<file path="src/rtl/sync_fifo_param_if.sv">
// sync_fifo_param_if
// Bundles the producer/consumer-facing signals of sync_fifo_param.
//   master modport : the block that drives requests and watches status
//   slave modport  : the FIFO itself
// Signals:
//   wr, din          write request and write data
//   rd               read request
//   flush, clr_err   discard contents / clear sticky error flags
//   dout, dout_valid registered read data and its one-cycle valid pulse
//   full, empty, almost_full, almost_empty, level   occupancy status
//   overflow, underflow                             sticky error flags
interface sync_fifo_param_if #(
    parameter int DATA_W = 8,
    parameter int DEPTH  = 16
);
    localparam int LW = $clog2(DEPTH) + 1;

    logic              wr;
    logic [DATA_W-1:0] din;
    logic              rd;
    logic              flush;
    logic              clr_err;
    logic [DATA_W-1:0] dout;
    logic              dout_valid;
    logic              full;
    logic              empty;
    logic              almost_full;
    logic              almost_empty;
    logic [LW-1:0]     level;
    logic              overflow;
    logic              underflow;

    modport master (
        output wr, din, rd, flush, clr_err,
        input  dout, dout_valid, full, empty, almost_full, almost_empty,
               level, overflow, underflow
    );

    modport slave (
        input  wr, din, rd, flush, clr_err,
        output dout, dout_valid, full, empty, almost_full, almost_empty,
               level, overflow, underflow
    );
endinterface

</file>
<file path="src/rtl/sync_fifo_param.sv">
// sync_fifo_param
// Parametrised single-clock FIFO with fill level, programmable
// almost-full/almost-empty thresholds, synchronous flush and sticky
// overflow/underflow flags. A write into a full FIFO is accepted only when
// a read is accepted in the same cycle, so full-rate pass-through works.
// Ports:
//   clk  rising-edge clock
//   rst  synchronous active-high reset
//   bus  sync_fifo_param_if slave modport (requests in, data/status out)
module sync_fifo_param #(
    parameter int DATA_W   = 8,
    parameter int DEPTH    = 16,
    parameter int AF_LEVEL = DEPTH - 2,
    parameter int AE_LEVEL = 2
) (
    input  logic                  clk,
    input  logic                  rst,
    sync_fifo_param_if.slave      bus
);
    localparam int AW = $clog2(DEPTH);
    localparam int LW = AW + 1;

    logic [DATA_W-1:0] mem [DEPTH];

    logic [AW-1:0]     wrPtr_q, wrPtr_d;
    logic [AW-1:0]     rdPtr_q, rdPtr_d;
    logic [LW-1:0]     level_q, level_d;
    logic [DATA_W-1:0] dout_q, dout_d;
    logic              doutValid_q, doutValid_d;
    logic              overflow_q, overflow_d;
    logic              underflow_q, underflow_d;

    logic              fullFlag;
    logic              emptyFlag;
    logic              rdAcc;
    logic              wrAcc;

    // Status flags are decoded from the level register alone, so nothing on
    // the request inputs can reach a status output combinationally.
    always_comb begin
        fullFlag  = (level_q == LW'(DEPTH));
        emptyFlag = (level_q == '0);
    end

    // Acceptance: a read needs data; a write needs room, or a read in the
    // same cycle that frees the slot it will occupy.
    always_comb begin
        rdAcc = bus.rd && !emptyFlag;
        wrAcc = bus.wr && (!fullFlag || rdAcc);
    end

    // Next-state logic. Flush overrides normal traffic: pointers and level
    // collapse to zero, requests that cycle are dropped without raising an
    // error, and the error flags and last dout are left untouched. When an
    // error and clr_err coincide the error wins because it is applied last.
    always_comb begin
        wrPtr_d     = wrPtr_q;
        rdPtr_d     = rdPtr_q;
        level_d     = level_q;
        dout_d      = dout_q;
        doutValid_d = 1'b0;
        overflow_d  = overflow_q;
        underflow_d = underflow_q;

        if (bus.flush) begin
            wrPtr_d = '0;
            rdPtr_d = '0;
            level_d = '0;
        end else begin
            if (bus.clr_err) begin
                overflow_d  = 1'b0;
                underflow_d = 1'b0;
            end
            if (bus.wr && !wrAcc) begin
                overflow_d = 1'b1;
            end
            if (bus.rd && !rdAcc) begin
                underflow_d = 1'b1;
            end
            if (wrAcc) begin
                wrPtr_d = wrPtr_q + AW'(1);
            end
            if (rdAcc) begin
                rdPtr_d     = rdPtr_q + AW'(1);
                dout_d      = mem[rdPtr_q];
                doutValid_d = 1'b1;
            end
            case ({wrAcc, rdAcc})
                2'b10:   level_d = level_q + LW'(1);
                2'b01:   level_d = level_q - LW'(1);
                default: level_d = level_q;
            endcase
        end
    end

    // Control and output registers; reset clears everything except memory.
    always_ff @(posedge clk) begin
        if (rst) begin
            wrPtr_q     <= '0;
            rdPtr_q     <= '0;
            level_q     <= '0;
            dout_q      <= '0;
            doutValid_q <= 1'b0;
            overflow_q  <= 1'b0;
            underflow_q <= 1'b0;
        end else begin
            wrPtr_q     <= wrPtr_d;
            rdPtr_q     <= rdPtr_d;
            level_q     <= level_d;
            dout_q      <= dout_d;
            doutValid_q <= doutValid_d;
            overflow_q  <= overflow_d;
            underflow_q <= underflow_d;
        end
    end

    // Storage array, never cleared. When reading and writing the same slot
    // in one cycle the read above sampled the old word before this update.
    always_ff @(posedge clk) begin
        if (!rst && !bus.flush && wrAcc) begin
            mem[wrPtr_q] <= bus.din;
        end
    end

    // Drive the interface outputs from registers and level decodes.
    always_comb begin
        bus.dout         = dout_q;
        bus.dout_valid   = doutValid_q;
        bus.full         = fullFlag;
        bus.empty        = emptyFlag;
        bus.almost_full  = (level_q >= LW'(AF_LEVEL));
        bus.almost_empty = (level_q <= LW'(AE_LEVEL));
        bus.level        = level_q;
        bus.overflow     = overflow_q;
        bus.underflow    = underflow_q;
    end
endmodule

</file>
<file path="src/flat_wrapper.sv">
// flat-port wrapper written by rule: the top's interface ports become plain ports
module sync_fifo_param_flat 
#(
    parameter int DATA_W   = 8,
    parameter int DEPTH    = 16,
    parameter int AF_LEVEL = DEPTH - 2,
    parameter int AE_LEVEL = 2
)
  (clk, rst, bus_wr, bus_din, bus_rd, bus_flush, bus_clr_err, bus_dout, bus_dout_valid, bus_full, bus_empty, bus_almost_full, bus_almost_empty, bus_level, bus_overflow, bus_underflow);
  sync_fifo_param_if #(.DATA_W(DATA_W), .DEPTH(DEPTH)) bus_i ();
  input  logic clk;
  input  logic rst;
  input wire logic [$bits(bus_i.wr)-1:0] bus_wr;
  input wire logic [$bits(bus_i.din)-1:0] bus_din;
  input wire logic [$bits(bus_i.rd)-1:0] bus_rd;
  input wire logic [$bits(bus_i.flush)-1:0] bus_flush;
  input wire logic [$bits(bus_i.clr_err)-1:0] bus_clr_err;
  output wire logic [$bits(bus_i.dout)-1:0] bus_dout;
  output wire logic [$bits(bus_i.dout_valid)-1:0] bus_dout_valid;
  output wire logic [$bits(bus_i.full)-1:0] bus_full;
  output wire logic [$bits(bus_i.empty)-1:0] bus_empty;
  output wire logic [$bits(bus_i.almost_full)-1:0] bus_almost_full;
  output wire logic [$bits(bus_i.almost_empty)-1:0] bus_almost_empty;
  output wire logic [$bits(bus_i.level)-1:0] bus_level;
  output wire logic [$bits(bus_i.overflow)-1:0] bus_overflow;
  output wire logic [$bits(bus_i.underflow)-1:0] bus_underflow;
  assign bus_i.wr = bus_wr;
  assign bus_i.din = bus_din;
  assign bus_i.rd = bus_rd;
  assign bus_i.flush = bus_flush;
  assign bus_i.clr_err = bus_clr_err;
  assign bus_dout = bus_i.dout;
  assign bus_dout_valid = bus_i.dout_valid;
  assign bus_full = bus_i.full;
  assign bus_empty = bus_i.empty;
  assign bus_almost_full = bus_i.almost_full;
  assign bus_almost_empty = bus_i.almost_empty;
  assign bus_level = bus_i.level;
  assign bus_overflow = bus_i.overflow;
  assign bus_underflow = bus_i.underflow;
  sync_fifo_param #(.DATA_W(DATA_W), .DEPTH(DEPTH), .AF_LEVEL(AF_LEVEL), .AE_LEVEL(AE_LEVEL)) u_core (.clk(clk), .rst(rst), .bus(bus_i));
endmodule
</file>
<file path="config.mk">
export PLATFORM = sky130hd
export DESIGN_NAME = sync_fifo_param_flat
export DESIGN_NICKNAME = d
export VERILOG_FILES = /design/src/rtl/sync_fifo_param_if.sv /design/src/rtl/sync_fifo_param.sv /design/src/flat_wrapper.sv
export SDC_FILE = /design/constraint.sdc
export NUM_CORES = 1
export LEC_CHECK = 0
export ABC_AREA = 1
export CORE_MARGIN = 2
export CORE_UTILIZATION = 60
export CTS_CLUSTER_DIAMETER = 150
export CTS_CLUSTER_SIZE = 30
export DETAILED_ROUTE_END_ITERATION = 12
export PLACE_DENSITY = 0.8
export SETUP_SLACK_MARGIN = 0.4
export SLEW_MARGIN = 10
export SYNTH_ARGS = -nofsm -noshare
export SYNTH_HDL_FRONTEND = slang
export SYNTH_SLANG_ARGS = --single-unit
export TNS_END_PERCENT = 5
</file>
<file path="constraint.sdc">
create_clock -name clk -period 2.7 [get_ports clk]
set_input_delay 0.81 -clock clk [delete_from_list [all_inputs] [get_ports clk]]
set_output_delay 0.81 -clock clk [all_outputs]
set_load 0.01 [all_outputs]
</file>
==> run summary, run 1 <==
Outcome: completed
Maximum vdd drop: 587.3 uV
Avg Cell Area, Syn: 9.817 um^2
P per Cell Area: 668.8 nW/um^2
Yosys top cell by area: edfxtp_1
Latest clock arrival within the worst-skew pair: 530 ps
R2R Setup Slk: 570 ps
Met3 GRT Util: 6.758%
Most frequent cell after synthesis: nand2_1
Antenna violations before repair: 0
GRT Max-Usage Layer: met2
Fin util: 72.10%
Grt ovf: 0
Crit share post-route: 84.63%
RSZ-0062 raised after global routing: yes
Met1 Usage GRT: 35.72%
Clock power frac: 42.3%
Seq/Total Area, Yosys: 64.49%
Global-route wire length before repair: 23.94 mm
Clock-pin slew on the worst setup and hold paths: 60 ps
Worst min path class: reg2reg
First-pass DRT Iterations: 5
Crit path launch type: flop
CORE AREA: 10890 um^2
1st-iter DRT viols: 514
Residual DRC: 0
CP peak stage delay: 360 ps
Post-synth top flop: edfxtp_1
Fmax: 437.6 MHz
Core Rows: 38
Layout cells sized above 1: 10.77%
Slowest CP cell: dfxtp_2
Data arrival, critical path: 1480 ps
EDFF count, synth: 128
Max Root-Sink Buffers: 2
Worst slew pin tran: 814.5 ps
Share of power burned in registers: 49.5%
CTS buffer count: 17
Internal Pwr Total: 4.040 mW
Routed wire length: 15.25 mm
Max Cap Violations: 0
Synth Area in XOR/XNOR: 0.7837%
Leak Pwr: 3.332 nW
Worst path cell trace: nor2_1 > nand3_1 > inv_1 > dlygate4sd2_1
Die width: 109.7 um
Post-synthesis mux area share: 0%
Slew margin rel.: 45.53%
Net Sw Power: 1.210 mW
HPWL after DPL: 9.295 mm
CTS Sinks: 152
Drt wl/cell: 17.10 um
Post-synthesis cell type count: 26
CP Max Fanout: 6
Clock skew: 8.679 ps
CP Capture Type: output pin
Total Neg Setup Slack: 0 ps
Critical setup path kind: reg2out
Starting density of the core: 61.58%
Die ar.: 12040 um^2
Post-synthesis async set-or-reset flop share: 0%
Switching part of the total: 23.05%
Nets: 763
Vias in the first global route: 4718
Htree depth: 4
Vias post-DR: 4936
Final hold violations: 0
Clock Root Buffer: clkbuf_8
Post-synth top cells: nand2_1, edfxtp_1, nand3_1
Simple-Gate Fraction of Synth Area: 22.43%
Synthesized instance count: 683
Adder-cell area share of the yosys netlist: 1.978%
Count of state elements after synthesis: 152
Gr usage total: 27.47%
DRT antenna net count: 0
Min cycle time layout: 2285 ps
Synth-to-Final Area Change: 17.07%
Met2 GRT Util: 44.71%
Input/output buffers: 33
Net Count, Synth: 707
Worst EP required: 1890 ps
Chip height: 109.7 um
Vias per cell: 5.534
Area contributors post-synth: edfxtp_1, nand2_1, nand3_1
Largest net degree at the start of global routing: 65
Tot Pwr: 5.250 mW
CTS tree: built
Max Slew Vio Count: 0
Placer Congestion: 0.8609
Synth Area in Compound Gates: 2.370%
Ys Warns: 0
Final setup fails: 0
Largest family of logic cells by synthesized area: simple AND/OR/NAND/NOR gates
Combinational power share: 8.2%
IO Count: 34
Share of the synthesized area in the top cell type: 57.32%
Synth Cell Area: 6705 um^2
Antenna cells: 0
path summary, 6_finish.rpt:
path	cells past startpoint	from	endpoint
worst max-delay path	4	u_core.bus.level[0]	bus_full
worst min-delay path	2	u_core.bus.underflow	u_core.bus.underflow
worst max register to register	12	u_core.bus.level[3]	u_core.bus.level[3]
worst min register to register	2	u_core.bus.underflow	u_core.bus.underflow
power groups by stage:
stage,sequential (mW),combinational [mW],clock [mW]
2_1_floorplan,2.64,0.233,0
3_3_place_gp,2.64,0.403,0
3_5_place_dp,2.65,0.417,0
4_1_cts,2.60,0.422,2.23
5_1_grt,2.60,0.473,2.33
6_report,2.60,0.428,2.22
critical path: cells and delay by family (launching register included):
family	cells	cell delay, ps
and+or+nand+nor	2	260
buffers and inverters	2	330
DFF	1	360
state kept, by name, summed over array words and instances (netlist names):
| name | cells |
|---|---|
| u_core.bus.level | 5 |
| u_core.bus.dout | 8 |
| u_core.bus.overflow | 1 |
| u_core.wrPtr_q | 4 |
| u_core.bus.dout_valid | 1 |
| u_core.rdPtr_q | 4 |
| u_core.bus.underflow | 1 |
| u_core.mem | 128 |
what timing repair did:
item	in CTS	in global routing
gates resized for setup	10	9
hold buffers	0	0
gates cloned	0	0
pin swaps	1	0
setup buffers	1	0
setup endpoints to repair	10	11
cell families (layout without fill, tap and decap cells):
kind of cell	Yosys count	in the layout
buf+inv	122	191
flops	152	152
simple gates	363	363
xor+xnor	6	6
fa+ha+maj	10	10
compound gates	30	30
cell type report:
cell class,instances,area [um^2]
sequential,152,4334
fill,735,3038
multi-input combinational,409,1859
timing repair buffer,65,573.1
clock buffer,21,429.2
inverter,94,355.3
tap,140,175.2
clock inverter,11,123.9
cells in the final DEF (no fill, tap or decap), types with 6 or more instances in the layout:
cell             count
nand3_1            101
nand2_1            231
clkdlybuf4s50_1     28
a21oi_1             12
o21ai_0             13
buf_4               31
edfxtp_1           128
clkbuf_16           16
inv_1               86
ha_1                 8
nor2_1              26
xor2_1               6
dfxtp_1             18
metal layers:
layer  vias to the layer above  share of wire (%)
met5                         -                  0
met4                         0                2.4
met3                        29                7.6
met2                       233                 50
met1                      2337                 40
li1                       2337                  -
metrics by stage:
| step | setup WS, ps | hold WS (ps) | instances | instance area (um^2) |
|---|---|---|---|---|
| final | 414.9 | 491.5 | 892 | 7850 |
| after floorplan | 444.1 | 466.3 | 683 | 6705 |
| after CTS | 301.2 | 498.8 | 892 | 7844 |
| after detailed placement | -177.5 | 485.0 | 859 | 7279 |
| after global routing | 343.8 | 522.2 | 892 | 7850 |
| after global placement | -67.83 | 469.0 | 859 | 7279 |
(Power assumes the default switching activity.)
==> run 2, diff against run 1 <==
Settings changed: CORE_UTILIZATION 60 to 54, PLACE_DENSITY 0.8 to 0.76.
Clock period 2.7 ns to 1.85 ns, I/O delays scaled along.
==> run summary, run 2 (synthesis results as in run 1) <==
Worst Setup SP: u_core.bus.level[3]
Worst min path class: in2reg
CP Max Fanout: 4
Routed wire length: 17.43 mm
Htree depth: 4
Cts-stage hold buffer count: 0
Vias in the first global route: 5132
Outcome: finished, violations left
Clock skew: 8.665 ps
P per Cell Area: 891.3 nW/um^2
DRT antenna net count: 0
Crit path launch type: flop
Die ar.: 13320 um^2
Core Rows: 40
Max Root-Sink Buffers: 2
CP Capture Type: flop
WHS Path Cells: 3
CORE AREA: 12060 um^2
Largest register FFs: 128
Tot Pwr: 7.901 mW
Synth-to-Final Area Change: 32.21%
Chip height: 115.4 um
Final hold violations: 0
Input/output buffers: 33
Nets: 797
Residual DRC: 0
Die width: 115.4 um
Worst slew pin tran: 393.8 ps
Fmax: 497.5 MHz
Min cycle time layout: 2010 ps
Fill count: 745
Data arrival, critical path: 2330 ps
Non-filler instance count after layout: 952
Antenna violations before repair: 0
Latest clock arrival within the worst-skew pair: 430 ps
Fin util: 73.50%
Drt wl/cell: 18.31 um
Place WS: -638.7 ps
Reg2Reg Depth: 12
Global-route wire length before repair: 25.05 mm
Antenna cells: 0
Gr usage total: 25.58%
Inst Count DP: 912
Crit share post-route: 108.7%
Clock Root Buffer: clkbuf_16
Maximum vdd drop: 758.5 uV
Final setup fails: 5
Vias post-DR: 5142
Final worst slack: -160.2 ps
Worst EP required: 2170 ps
Max Cap Violations: 0
Multi-input gate area: 2361 um^2
Slew margin rel.: 73.75%
Register area: 4354 um^2
Grt ovf: 0
Largest net degree at the start of global routing: 53
Max Slew Vio Count: 0
Slowest CP cell: dfxtp_2
Critical setup path kind: reg2reg
Commonest cells after routing, fill and taps aside: nand2_1, edfxtp_1, inv_1, nand3_1, buf_6
IO Count: 34
Min Hold Slack: 490.4 ps
Layout cells sized above 1: 28.06%
Crit path top cell by count: ha_4
CP peak stage delay: 330 ps
CTS tree: built
Placer Congestion: 0.9164
CTS Sinks: 152
Worst path cell trace: nor2_4 > nand3_2 > nor2_2 > inv_2 > nand2_4 > ha_4 > ha_4 > a21oi_2 > nand2_2 > xor2_1 > o21ai_1 > inv_1
RSZ-0062 raised after global routing: yes
Commonest non-fill, non-tap cell in the layout: nand2_1
Hold_sp: rst
Reg with most FFs: u_core.mem
HPWL after DPL: 10.29 mm
Vias per cell: 5.401
Leak Pwr: 3.678 nW
Starting density of the core: 55.59%
Failing checks: negative setup slack
Clock-pin slew on the worst setup and hold paths: 60 ps
R2R Path Start: u_core.bus.level[3]
First-pass DRT Iterations: 6
CTS buffer count: 17
1st-iter DRT viols: 577
-- run 2: cell types whose count changed in the layout (fill, tap and decap cells not counted), sizes merged --
cell	change
dlygate4sd2	+1
clkbuf	-3
clkdlybuf4s50	-19
buf	+52
dlymetal6s2s	+1
inv	-3
clkinvlp	+2
clkdlybuf4s15	+1
-- run 2: worst max-delay path, delay by kind of cell, from the launching register on --
family	cells	cell delay, ps
and+or+nand+nor	5	580
xor gates and xnor gates	1	180
adders and majority gates	2	390
DFF	1	330
buffers and inverters	2	120
AOI/OAI and AO/OA	2	290
-- run 2: repair_timing --
item / CTS / global route
gates resized for setup: 138 / 88
buffers inserted: 5 / 5
pin swaps: 28 / 34
endpoints found under the setup margin: 166 / 161
-- run 2: final cells by class --
| class | instances | share of cell area, % |
|---|---|---|
| well taps | 168 | 2.371 |
| multi-input cells | 409 | 26.63 |
| inverters | 94 | 4.220 |
| clock buffers | 20 | 4.926 |
| flip-flops and latches | 152 | 49.12 |
| repair buffers | 99 | 11.53 |
| clock inverters | 10 | 1.200 |
-- run 2: metrics by stage --
step,area (um^2),TNS (ps)
2_1_floorplan,6825,0
3_3_place_gp,7694,-51460
3_5_place_dp,7694,-55040
4_1_cts,8462,-313.3
5_1_grt,8865,-831.6
6_report,8865,-398.3
-- run 2: power by group --
group	leakage, nW	switching, mW	internal, mW	total, mW
Clock	0.259	1.31	1.95	3.26
Sequential	1.35	0.0344	3.75	3.79
Combinational	2.06	0.504	0.352	0.856
-- run 2: routing by layer --
metal	track usage, %	vias up	routed length (um)
met3	5.910	54	1380
met5	0	-	0
met2	43.00	255	9061
met4	15.02	0	582
li1	-	2406	-
met1	30.19	2427	6403
-- run 2: final timing paths --
| check | endpoint | slack, ps |
|---|---|---|
| max reg2reg | u_core.bus.level[3] | -160 |
| min reg2reg | u_core.bus.underflow | 530 |
| max | u_core.bus.level[3] | -160 |
| min | u_core.bus.underflow | 490 |
